**config.mk**
```make
export PLATFORM = sky130hd
export DESIGN_NAME = pipeline_hazard_controller
export DESIGN_NICKNAME = d
export VERILOG_FILES = /design/src/rtl/pipeline_hazard_controller.sv
export SDC_FILE = /design/constraint.sdc
export NUM_CORES = 1
export LEC_CHECK = 0
export CAP_MARGIN = 20
export CORE_MARGIN = 5
export CORE_UTILIZATION = 40
export DETAILED_ROUTE_END_ITERATION = 8
export PLACE_DENSITY = 0.68
export RECOVER_POWER = 100
export SETUP_SLACK_MARGIN = 0.15
export SLEW_MARGIN = 0
export SYNTH_ARGS = -nofsm -noshare
export SYNTH_HDL_FRONTEND = slang
export SYNTH_SLANG_ARGS = --single-unit
```
**constraint.sdc**
```tcl
create_clock -name clk -period 5.41 [get_ports clk]
set_input_delay 1.082 -clock clk [delete_from_list [all_inputs] [get_ports clk]]
set_output_delay 1.082 -clock clk [all_outputs]
set_load 0.05 [all_outputs]
```
**src/rtl/pipeline_hazard_controller.sv**
```systemverilog
// Hazard and stall sequencer for the AURA16 five-stage pipeline: drives per-stage
// Enable/CLR pairs, arbitrates memory waits, branches, load-use hazards and jumps.
module pipeline_hazard_controller #(
    parameter int MEM_TIMEOUT = 15
) (
    input  logic        clk,
    input  logic        Reset,
    input  logic [2:0]  ID_Rs,
    input  logic [2:0]  ID_Rt,
    input  logic        ID_Uses_Rt,
    input  logic        ID_Jump,
    input  logic        EX_Mem_Read,
    input  logic [2:0]  EX_Write_Reg,
    input  logic        EX_Branch_Taken,
    input  logic        MEM_Access,
    input  logic        Mem_Ready,
    output logic        Mem_Req,
    output logic        PC_Enable,
    output logic        IF_ID_Enable,
    output logic        IF_ID_CLR,
    output logic        ID_EX_Enable,
    output logic        ID_EX_CLR,
    output logic        EX_MEM_Enable,
    output logic        EX_MEM_CLR,
    output logic        MEM_WB_Enable,
    output logic        MEM_WB_CLR,
    output logic        Mem_Error,
    output logic [15:0] Stall_Count,
    output logic [15:0] Flush_Count
);

    localparam int WAIT_W = (MEM_TIMEOUT < 1) ? 1 : $clog2(MEM_TIMEOUT + 1);
    localparam logic [WAIT_W-1:0] WAIT_LAST =
        WAIT_W'((MEM_TIMEOUT > 0) ? (MEM_TIMEOUT - 1) : 0);

    typedef enum logic [1:0] {
        RUN      = 2'd0,
        MEM_WAIT = 2'd1,
        ERROR    = 2'd2
    } state_t;

    state_t             state_reg, state_next;
    logic [WAIT_W-1:0]  wait_cnt_reg, wait_cnt_next;
    logic [15:0]        stall_count_reg, flush_count_reg;

    logic mem_stall, load_use;
    logic pc_en, ifid_en, ifid_clr, idex_en, idex_clr;
    logic exmem_en, exmem_clr, memwb_en, memwb_clr, req;
    logic count_stall, count_flush;

    always_ff @(posedge clk or posedge Reset) begin
        if (Reset) begin
            state_reg       <= RUN;
            wait_cnt_reg    <= '0;
            stall_count_reg <= '0;
            flush_count_reg <= '0;
        end else begin
            state_reg    <= state_next;
            wait_cnt_reg <= wait_cnt_next;
            if (count_stall && (stall_count_reg != 16'hFFFF))
                stall_count_reg <= stall_count_reg + 16'd1;
            if (count_flush && (flush_count_reg != 16'hFFFF))
                flush_count_reg <= flush_count_reg + 16'd1;
        end
    end

    always_comb begin
        state_next    = state_reg;
        wait_cnt_next = wait_cnt_reg;
        case (state_reg)
            RUN: begin
                if (MEM_Access && !Mem_Ready) begin
                    state_next    = MEM_WAIT;
                    wait_cnt_next = '0;
                end
            end
            MEM_WAIT: begin
                if (Mem_Ready)
                    state_next = RUN;
                else if ((MEM_TIMEOUT != 0) && (wait_cnt_reg == WAIT_LAST))
                    state_next = ERROR;
                else
                    wait_cnt_next = wait_cnt_reg + 1'b1;
            end
            ERROR: begin
                state_next = ERROR;
            end
            default: begin
                state_next = RUN;
            end
        endcase
    end

    // An access that is not ready stalls everything ahead of WB, whether it is
    // the first cycle (still in RUN) or any later cycle in MEM_WAIT.
    assign mem_stall = !Mem_Ready &&
                       (((state_reg == RUN) && MEM_Access) || (state_reg == MEM_WAIT));

    assign load_use = EX_Mem_Read && (EX_Write_Reg != 3'd0) &&
                      ((EX_Write_Reg == ID_Rs) || (ID_Uses_Rt && (EX_Write_Reg == ID_Rt)));

    always_comb begin
        pc_en     = 1'b1;
        ifid_en   = 1'b1;
        ifid_clr  = 1'b0;
        idex_en   = 1'b1;
        idex_clr  = 1'b0;
        exmem_en  = 1'b1;
        exmem_clr = 1'b0;
        memwb_en  = 1'b1;
        memwb_clr = 1'b0;
        req       = 1'b0;
        if (Reset) begin
            pc_en     = 1'b0;
            ifid_en   = 1'b0;
            ifid_clr  = 1'b1;
            idex_en   = 1'b0;
            idex_clr  = 1'b1;
            exmem_en  = 1'b0;
            exmem_clr = 1'b1;
            memwb_en  = 1'b0;
            memwb_clr = 1'b1;
        end else if (state_reg == ERROR) begin
            // Frozen: nothing moves and nothing is cleared until reset.
            pc_en    = 1'b0;
            ifid_en  = 1'b0;
            idex_en  = 1'b0;
            exmem_en = 1'b0;
            memwb_en = 1'b0;
        end else begin
            req = MEM_Access;
            if (mem_stall) begin
                // Bubble into WB so the held EX/MEM result is not written twice.
                pc_en     = 1'b0;
                ifid_en   = 1'b0;
                idex_en   = 1'b0;
                exmem_en  = 1'b0;
                memwb_clr = 1'b1;
            end else if (EX_Branch_Taken) begin
                ifid_clr = 1'b1;
                idex_clr = 1'b1;
            end else if (load_use) begin
                pc_en    = 1'b0;
                ifid_en  = 1'b0;
                idex_clr = 1'b1;
            end else if (ID_Jump) begin
                ifid_clr = 1'b1;
            end
        end
    end

    assign count_stall = !pc_en && ((state_reg == RUN) || (state_reg == MEM_WAIT));
    assign count_flush = ifid_clr && !Reset;

    assign Mem_Req       = req;
    assign PC_Enable     = pc_en;
    assign IF_ID_Enable  = ifid_en;
    assign IF_ID_CLR     = ifid_clr;
    assign ID_EX_Enable  = idex_en;
    assign ID_EX_CLR     = idex_clr;
    assign EX_MEM_Enable = exmem_en;
    assign EX_MEM_CLR    = exmem_clr;
    assign MEM_WB_Enable = memwb_en;
    assign MEM_WB_CLR    = memwb_clr;
    assign Mem_Error     = (state_reg == ERROR);
    assign Stall_Count   = stall_count_reg;
    assign Flush_Count   = flush_count_reg;

endmodule

```
== Yosys cells after proc, flatten, opt, wreduce, memory -nomap -nowiden ==
Cells that the tools add are included.
W data, S select, Z words.
Word-level totals
  bits of input ports: 17
  output and inout bits: 43
  bits in registers: 38
Cells by class
  reduce and logical (&&, ||, !) cells: 21
  multiplexer cells: 35
  equal/unequal tests: 11
  add/subtract/negate cells: 3
Operator list (number)
  $add A16 B1 Y16 const B: 2
  $ne A16 B16 Y1 const B: 2
  $mux W1: 27
  $mux W4: 3
  $logic_and A1 B1 Y1: 10
  $pmux W4 S2: 1
  $eq A3 B3 Y1: 2
  $mux W2: 3
  $ne A2 B2 Y1 const B: 3
  $pmux W2 S3: 1
  $add A4 B1 Y4 const B: 1
  $eq A4 B4 Y1 const B: 1
  $reduce_and A4 Y1: 1
  $logic_not A1 Y1: 3
  $logic_or A1 B1 Y1: 3
  $ne A3 B3 Y1 const B: 1
  $reduce_bool A3 Y1: 1
  $eq A2 B1 Y1 const B: 1
  $eq A2 B2 Y1 const B: 1
  $logic_not A2 Y1: 1
  $reduce_and A2 Y1: 1
  $reduce_bool A2 Y1: 1

== Logic depth before layout (Yosys ltp) ==
Gate-level depths: netlist of run 1.
  word-level depth: 12
  mapped depth: 7
  gate-level depth less buffers: 6

== Worst setup path before layout of run 1 ==
Ideal clock, no wire load.
  path kind: input-to-output
  from: input EX_Write_Reg[0]
  to: output PC_Enable
  slack: 1.031 ns
  cell stages on the path: 5
  data required time: 4.328 ns
  path buffers: 2
  data arrival time: 3.297 ns
  cell sequence: o31ai_1 a211oi_2 clkbuf_1 nor3_1 buf_4
Between the ends
  longest elaborated chain between the ends: 9
  elaborated cells between the ends (all ways): 12
  classes of those cells: eq/ne: 2; mux: 5; reduce/logical: 5
Ends and longest elaborated chain
  from (decl): RTL line 13  | input logic [2:0] EX_Write_Reg,
  $eq A3 B3 Y1: RTL line 100  | ((EX_Write_Reg == ID_Rs) || (ID_Uses_Rt && (EX_Write_Reg == ID_Rt)));
  $logic_and A1 B1 Y1: RTL line 100
  $logic_or A1 B1 Y1: RTL line 100
  $logic_and A1 B1 Y1 *: RTL line 99  | assign load_use = EX_Mem_Read && (EX_Write_Reg != 3'd0) &&
  $mux W1 * (5 in a row)
  to (decl): RTL line 18  | output logic PC_Enable,
Mark *: on every way between the ends. The rest lies on a longest branch, timed or not.

== Final worst setup path of run 1 ==
  from: input EX_Write_Reg[0]
  to: output ID_EX_CLR
Between the ends
  longest elaborated chain between the ends: 9
  elaborated cells between the ends (all ways): 12
  classes of those cells: eq/ne: 2; mux: 5; reduce/logical: 5
Ends and longest elaborated chain
  $eq A3 B3 Y1: RTL line 100
  $logic_and A1 B1 Y1: RTL line 100
  $logic_or A1 B1 Y1: RTL line 100
  $logic_and A1 B1 Y1 *: RTL line 99
  $mux W1 *: RTL line 142  | end else if (load_use) begin
  $mux W1 *: RTL line 139  | end else if (EX_Branch_Taken) begin
  $mux W1 *: RTL line 132  | if (mem_stall) begin
  $mux W1 *: RTL line 123  | end else if (state_reg == ERROR) begin
  $mux W1 *: RTL line 113  | if (Reset) begin
  to (decl): RTL line 22  | output logic ID_EX_CLR,
Marked as above.

==> results.tsv, run 1 <==
stage	metric	value	unit
routing	final WL	4840	um
power_and_ir_drop	clock power share	0.139	
die	IO Pins	60	
global_route	first-pass GRT wire length	8300	um
routing	drt initial violations	96	
clock_tree	CTS clock-pin slew for the worst setup and hold paths	0.07	ns
setup_path	arrival time worst endpoint	3.46	ns
clock_tree	Hold Buf Count CTS	0	
sta	actual slew at the worst max-slew pin	1.77	ns
clock_tree	TritonCTS buffer count	5	
sta	max-slew violation count	34	
synthesis	Ys Warns	0	
routing	ANT nets after route	0	
synthesis	cells taking the most area after synthesis	dfrtp_1 (43%), xor2_1 (12%), a2111oi_2 (3.4%), xnor2_1 (3.2%), nand2_1 (2.7%)	
placed_design	DP Area	2860	um2
routing	DR WL/cell	14.2	um
hold_path	Hold Crit Class	flop to flop	
sta	endpoints failing setup	0	
synthesis	Synth Instances	205	
final_layout	ant diodes	0	
synthesis	syn_nets	226	
setup_path	WP data required	4.33	ns
synthesis	syn avg cell area	10.7	um2
clock_tree	Skew-Pair Late Insertion Delay	0.28	ns
sta	final hold vios	0	
power_and_ir_drop	P_sw	715	uW
power_and_ir_drop	Switching Fraction	0.499	
global_route	largest net degree at the start of global routing	34	
global_route	Total Routing Usage GR	0.143	
sta	fmax	220	MHz
sta	Tcrit/Tclk final	0.840	
placed_design	IO buf count	59	
power_and_ir_drop	maximum VDD drop	0.000326	V
power_and_ir_drop	Leak	0.00124	uW
sta	minimum clock period	4.55	ns
setup_path	Worst Setup End Kind	primary output	
die	die area	7060	um2
synthesis	Post-synth top flop	dfrtp_1	
sta	setup_tns	0	ns
die	initial core utilization	0.406	
synthesis	synthesized area	2190	um2
power_and_ir_drop	Power per Cell Area	499	nW/um2
clock_tree	H-tree depth	2	
clock_tree	CTS Root Cell	clkbuf_8	
setup_path	kind of critical path	primary input to primary output	
final_layout	share of post-route cells with drive strength above 1	0.0672	
clock_tree	CTS resizes	0	
placed_design	GP Congestion	0.883	
power_and_ir_drop	cell internal pwr	718	uW
synthesis	top cells by count, synth	dfrtp_1 (38), xor2_1 (29), nand2_1 (16)	
final_layout	P&R area growth vs syn	30.9	%
power_and_ir_drop	Gate power share	0.525	
sta	RSZ-0062 raised after global routing	no	
global_route	initial antenna violation count	0	
routing	Via-to-Cell Ratio	5.19	
die	Cell Rows	27	
synthesis	Synth async-reset ratio	1.00	
die	core footprint	5410	um2
final_layout	Final Util	0.531	
power_and_ir_drop	sequential power share	0.336	
power_and_ir_drop	Overall Power	1430	uW
synthesis	area leader, netlist	dfrtp_1	
clock_tree	Setup Fix Bufs, Post-CTS	0	
synthesis	top-count cell post-synth	dfrtp_1	
placed_design	HPWL after detailed placement	3720	um
synthesis	Yosys top cell area share	0.434	
setup_path	Crit Path Max Fanout	3	
synthesis	EDFF count, synth	0	
global_route	global route overflow	0	
synthesis	sequential area share after synthesis	0.434	
routing	drt pass-1 iters	4	
clock_tree	clk sinks	38	
clock_tree	clock buffer depth	2	
sta	Relative slew margins	-0.180	
synthesis	count of cell types in the netlist	42	
routing	Vias	1765	
final_layout	Final #Nets	288	
final_layout	Final Cell Area	2870	um2
run_status	status	complete, but fails checks	
sta	worst hold margin	0.481	ns
sta	clock skew	0.00606	ns
synthesis	FF+latch count, synth	38	
clock_tree	TritonCTS clock tree	built	
die	Die W	84.0	um
die	Die Ht	84.0	um
setup_path	CP startpoint kind	primary input	
routing	number of remaining DRC errors	0	
run_status	failing checks	max-capacitance violations, max-slew violations	
job	max_cap viols	1	
global_route	number of global-route vias before repair	1724	
==> metal layers <==
layer	track usage	routed length, um	up-vias
met5	0	0	-
li1	-	-	877
met4	0.0395	48	0
met3	0.0503	267	4
met2	0.209	2110	45
met1	0.200	2420	839
==> final cells by class <==
cell class                 count  area, um2
tap                           72       90.1
inverter                       4       15.0
timing repair buffer          63        613
clock inverter                 1       5.00
sequential                    38        951
fill                         512       2540
clock buffer                   7       86.3
multi-input combinational    155       1110
==> stage by stage <==
stage,instances,worst slack (ns)
floorplan,205,1.03
global placement,332,1.04
detailed placement,332,0.990
CTS,340,0.961
global route,340,0.724
finish,340,0.863
==> power groups by stage <==
stage	Combinational [uW]	Sequential [uW]	Clock, uW
finish	753	481	199
global route	797	500	220
CTS	825	485	209
detailed placement	822	490	0
global placement	816	489	0
floorplan	317	724	0
==> worst max-delay path, cell delays in order <==
cell and delay, ns:
dlygate4sd3_1 0.60, xnor2_1 0.17, nand4_1 0.17, a21o_2 0.27, nor2b_1 0.13, o21ai_0 0.14
dlygate4sd3_1 0.90
==> kinds of logic (layout without fill, tap and decap cells) <==
kind of cell | Yosys count | in the layout | synth area share
and+or+nand+nor | 81 | 81 | 0.210
DFF | 38 | 38 | 0.434
xor gates and xnor gates | 37 | 37 | 0.148
AOI/OAI and AO/OA | 30 | 30 | 0.139
buffers and inverters | 12 | 75 | 0.0308
adders and majority gates | 4 | 4 | 0.0228
muxes | 3 | 3 | 0.0154
==> worst paths after layout <==
kind                                             from                    endpoint  slack [ns]  cells past startpoint
setup / recovery                      EX_Write_Reg[0]                   ID_EX_CLR        0.86                      7
hold / removal             Flush_Count[9]$_DFFE_PP0P_  Flush_Count[9]$_DFFE_PP0P_        0.48                      1
setup reg to reg           Stall_Count[0]$_DFFE_PP0P_  Stall_Count[7]$_DFFE_PP0P_        3.22                      7
hold reg to reg            Flush_Count[9]$_DFFE_PP0P_  Flush_Count[9]$_DFFE_PP0P_        0.48                      1
max in group asynchronous                       Reset  Flush_Count[9]$_DFFE_PP0P_        2.14                      3
min in group asynchronous                       Reset  Flush_Count[1]$_DFFE_PP0P_        1.34                      2
==> cells in the final DEF (no fill, tap or decap), types with 2 or more instances in the layout <==
cell,count
dlygate4sd3_1,46
dfrtp_1,38
xor2_1,29
nand2_1,16
clkdlybuf4s50_1,13
nand3_1,11
nor2_1,9
a2111oi_0,9
xnor2_1,8
nand4_1,7
a211oi_1,6
and4_1,6
nor3_1,6
clkbuf_8,6
and3_1,4
nor4_1,4
nor3b_1,4
inv_1,4
ha_1,4
mux2_2,3
a21oi_1,3
o21ai_0,3
nor4b_1,3
clkbuf_1,3
nor2b_1,2
or2_2,2
nand2b_1,2
a21o_2,2
buf_4,2
Power figures use the tool's default switching activity.
==> run 2: changes to the inputs <==
--- a/config.mk
+++ b/config.mk
@@ -9,7 +9,7 @@
 export CORE_MARGIN = 5
 export CORE_UTILIZATION = 40
 export DETAILED_ROUTE_END_ITERATION = 8
-export PLACE_DENSITY = 0.68
+export PLACE_DENSITY = 0.71
 export RECOVER_POWER = 100
 export SETUP_SLACK_MARGIN = 0.15
 export SLEW_MARGIN = 0
==> constraint.sdc (replaced) <==
create_clock -name clk -period 3.9 [get_ports clk]
set_input_delay 0.78 -clock clk [delete_from_list [all_inputs] [get_ports clk]]
set_output_delay 0.78 -clock clk [all_outputs]
set_load 0.05 [all_outputs]
==> run 2 against run 1 <==
- the run now ends clean
- utilization fell by 0.56 points
- critical path type unchanged
- sequential share of layout area rose by 0.35 points
- sequential power rose by 38%
- count of clock-buffer cells in the layout did not move
- critical path depth fell by 3
- routed wire length rose by 3.4%
- via count rose by 2.7%
- first-iteration DRC count rose by 40%
- combinational power rose by 37%
- worst hold slack improved by 0.0038 ns
- clock power rose by 40%
- flip-flop and latch count did not move
==> results.tsv, run 2 (synthesized netlist as in run 1, its figures left out) <==
stage	metric	value	unit	change
clock_tree	clk sinks	38		unchanged
power_and_ir_drop	Overall Power	1980	uW	+38%
global_route	global route overflow	0		unchanged
placed_design	HPWL after detailed placement	3740	um	+0.60%
routing	drt initial violations	134		+40%
final_layout	share of post-route cells with drive strength above 1	0.0781		+0.0109
global_route	number of global-route vias before repair	1738		+0.81%
die	Die W	84.0	um	unchanged
routing	DR WL/cell	14.7	um	+3.1%
sta	Tcrit/Tclk final	0.909		
sta	final hold vios	0		unchanged
sta	fmax	282	MHz	
sta	RSZ-0062 raised after global routing	no		
die	core footprint	5410	um2	unchanged
run_status	status	finished, final reports clean		
sta	Relative slew margins	0.562		+0.743
final_layout	P&R area growth vs syn	29.5	%	
die	Die Ht	84.0	um	unchanged
routing	Met2 Routed Length	2250	um	+6.8%
routing	max layer used	met4		
routing	Via-to-Cell Ratio	5.32		+2.4%
final_layout	Final #Nets	289		+0.35%
final_layout	commonest non-fill, non-tap cells in the layout	dlygate4sd3_1 (41), dfrtp_1 (38), xor2_1 (29), nand2_1 (16), clkdlybuf4s50_1 (12)		
routing	final WL	5000	um	+3.4%
placed_design	IO buf count	59		unchanged
final_layout	# fillers	512		unchanged
setup_path	Slowest cell on crit path	dlygate4sd3_1		
die	die area	7060	um2	unchanged
final_layout	ant diodes	0		unchanged
sta	minimum clock period	3.55	ns	
sta	max-slew violation count	0		-100%
global_route	largest net degree at the start of global routing	24		-29%
clock_tree	Hold Buf Count CTS	0		unchanged
hold_path	Hold Crit Class	flop to flop		
setup_path	Worst Setup End Kind	primary output		
die	initial core utilization	0.406		unchanged
setup_path	CP peak stage delay	0.94	ns	+0.04 ns
setup_path	arrival time worst endpoint	2.77	ns	-0.69 ns
setup_path	cells along the critical path	dlygate4sd3_1, nor2_1, a211oi_1, dlygate4sd3_1		
clock_tree	TritonCTS buffer count	5		unchanged
setup_path	most used cell along the critical path	dlygate4sd3_1		
routing	Met3 Wirelength	251	um	-6.0%
routing	Routed met1 length	2430	um	+0.62%
die	Cell Rows	27		unchanged
clock_tree	clock buffer depth	2		unchanged
routing	drt pass-1 iters	4		unchanged
power_and_ir_drop	maximum VDD drop	0.000482	V	+48%
power_and_ir_drop	Power per Cell Area	697	nW/um2	+39%
global_route	Total Routing Usage GR	0.145		+0.00197
placed_design	GP Congestion	0.830		-5.9%
setup_path	kind of critical path	primary input to primary output		
sta	endpoints failing setup	0		unchanged
setup_path	Crit Path Max Fanout	4		+1
job	max_cap viols	0		-1
final_layout	final std cells w/o fill	341		+0.29%
clock_tree	TritonCTS clock tree	built		
clock_tree	Setup Fix Bufs, Post-CTS	0		unchanged
die	IO Pins	60		unchanged
placed_design	Post-Place Cells	333		+0.30%
routing	Vias	1813		+2.7%
power_and_ir_drop	Leak	0.00123	uW	-0.62%
global_route	first-pass GRT wire length	8470	um	+2.0%
clock_tree	Skew-Pair Late Insertion Delay	0.29	ns	about the same
global_route	initial antenna violation count	0		unchanged
setup_path	CP startpoint kind	primary input		
routing	ANT nets after route	0		unchanged
final_layout	most common cell after layout, fill and taps aside	dlygate4sd3_1		
setup_path	WP data required	3.12	ns	-1.21 ns
clock_tree	CTS clock-pin slew for the worst setup and hold paths	0.07	ns	about the same
routing	number of remaining DRC errors	0		unchanged
clock_tree	CTS resizes	0		unchanged
sta	clock skew	0.0127	ns	+0.00668 ns
sta	actual slew at the worst max-slew pin	0.656	ns	-1.11 ns
clock_tree	H-tree depth	2		unchanged
sta	setup_tns	0	ns	unchanged
clock_tree	CTS Root Cell	clkbuf_8		
-- run 2: per-stage QoR --
stage	area [um2]	utilization	worst slack [ns]	hold slack (ns)
after detailed placement	2860	0.529	0.506	0.482
after global routing	2840	0.525	0.258	0.505
final	2840	0.525	0.354	0.484
after CTS	2950	0.546	0.506	0.492
after global placement	2860	0.529	0.524	0.474
after floorplan	2200	-	0.612	0.506
-- run 2: worst max-delay path: cells and delay by family --
| family | cells | cell delay (ns) |
|---|---|---|
| AOI/OAI and AO/OA | 1 | 0.40 |
| buffers and inverters | 2 | 1.50 |
| and+or+nand+nor | 1 | 0.09 |
-- run 2: layer usage --
layer,track usage,vias to the layer above
li1,-,877
met1,0.205,874
met2,0.220,57
met3,0.0355,5
met4,0.0439,0
met5,0,-
-- run 2: final cells by class --
cell class	count	area, um2	share of cell area
clock inverters	1	5.00	0.00176
repair buffers	64	591	0.208
inverters	4	15.0	0.00529
flip-flops and latches	38	951	0.335
well taps	72	90.1	0.0317
clock buffers	7	86.3	0.0304
multi-input cells	155	1100	0.388
-- run 2: path summary, 6_finish.rpt --
kind	from	endpoint	slack, ns	depth (start not counted)
max	Mem_Ready	EX_MEM_Enable	0.35	4
max in group asynchronous	Reset	state_reg[0]$_DFFE_PP0P_	2.55	3
min in group asynchronous	Reset	Flush_Count[7]$_DFFE_PP0P_	1.09	3
max reg2reg	Stall_Count[0]$_DFFE_PP0P_	Stall_Count[13]$_DFFE_PP0P_	1.67	7
min reg2reg	Flush_Count[14]$_DFFE_PP0P_	Flush_Count[14]$_DFFE_PP0P_	0.48	1
min	Flush_Count[14]$_DFFE_PP0P_	Flush_Count[14]$_DFFE_PP0P_	0.48	1
-- run 2: power by group --
part           total [uW]  internal [uW]  switching (uW)  leakage (uW)
Combinational        1030            327             705      0.000711
Clock                 278            143             136     0.0000482
Sequential            666            514             152      0.000473
==> run 3: changes to the inputs <==
--- a/config.mk
+++ b/config.mk
@@ -11,7 +11,7 @@
 export DETAILED_ROUTE_END_ITERATION = 8
 export PLACE_DENSITY = 0.71
 export RECOVER_POWER = 100
-export SETUP_SLACK_MARGIN = 0.15
+export SETUP_SLACK_MARGIN = 0.2
 export SLEW_MARGIN = 0
 export SYNTH_ARGS = -nofsm -noshare
 export SYNTH_HDL_FRONTEND = slang
==> results of run 3 <==
No change in the layout: final DEF, timing and power equal those of run 2.
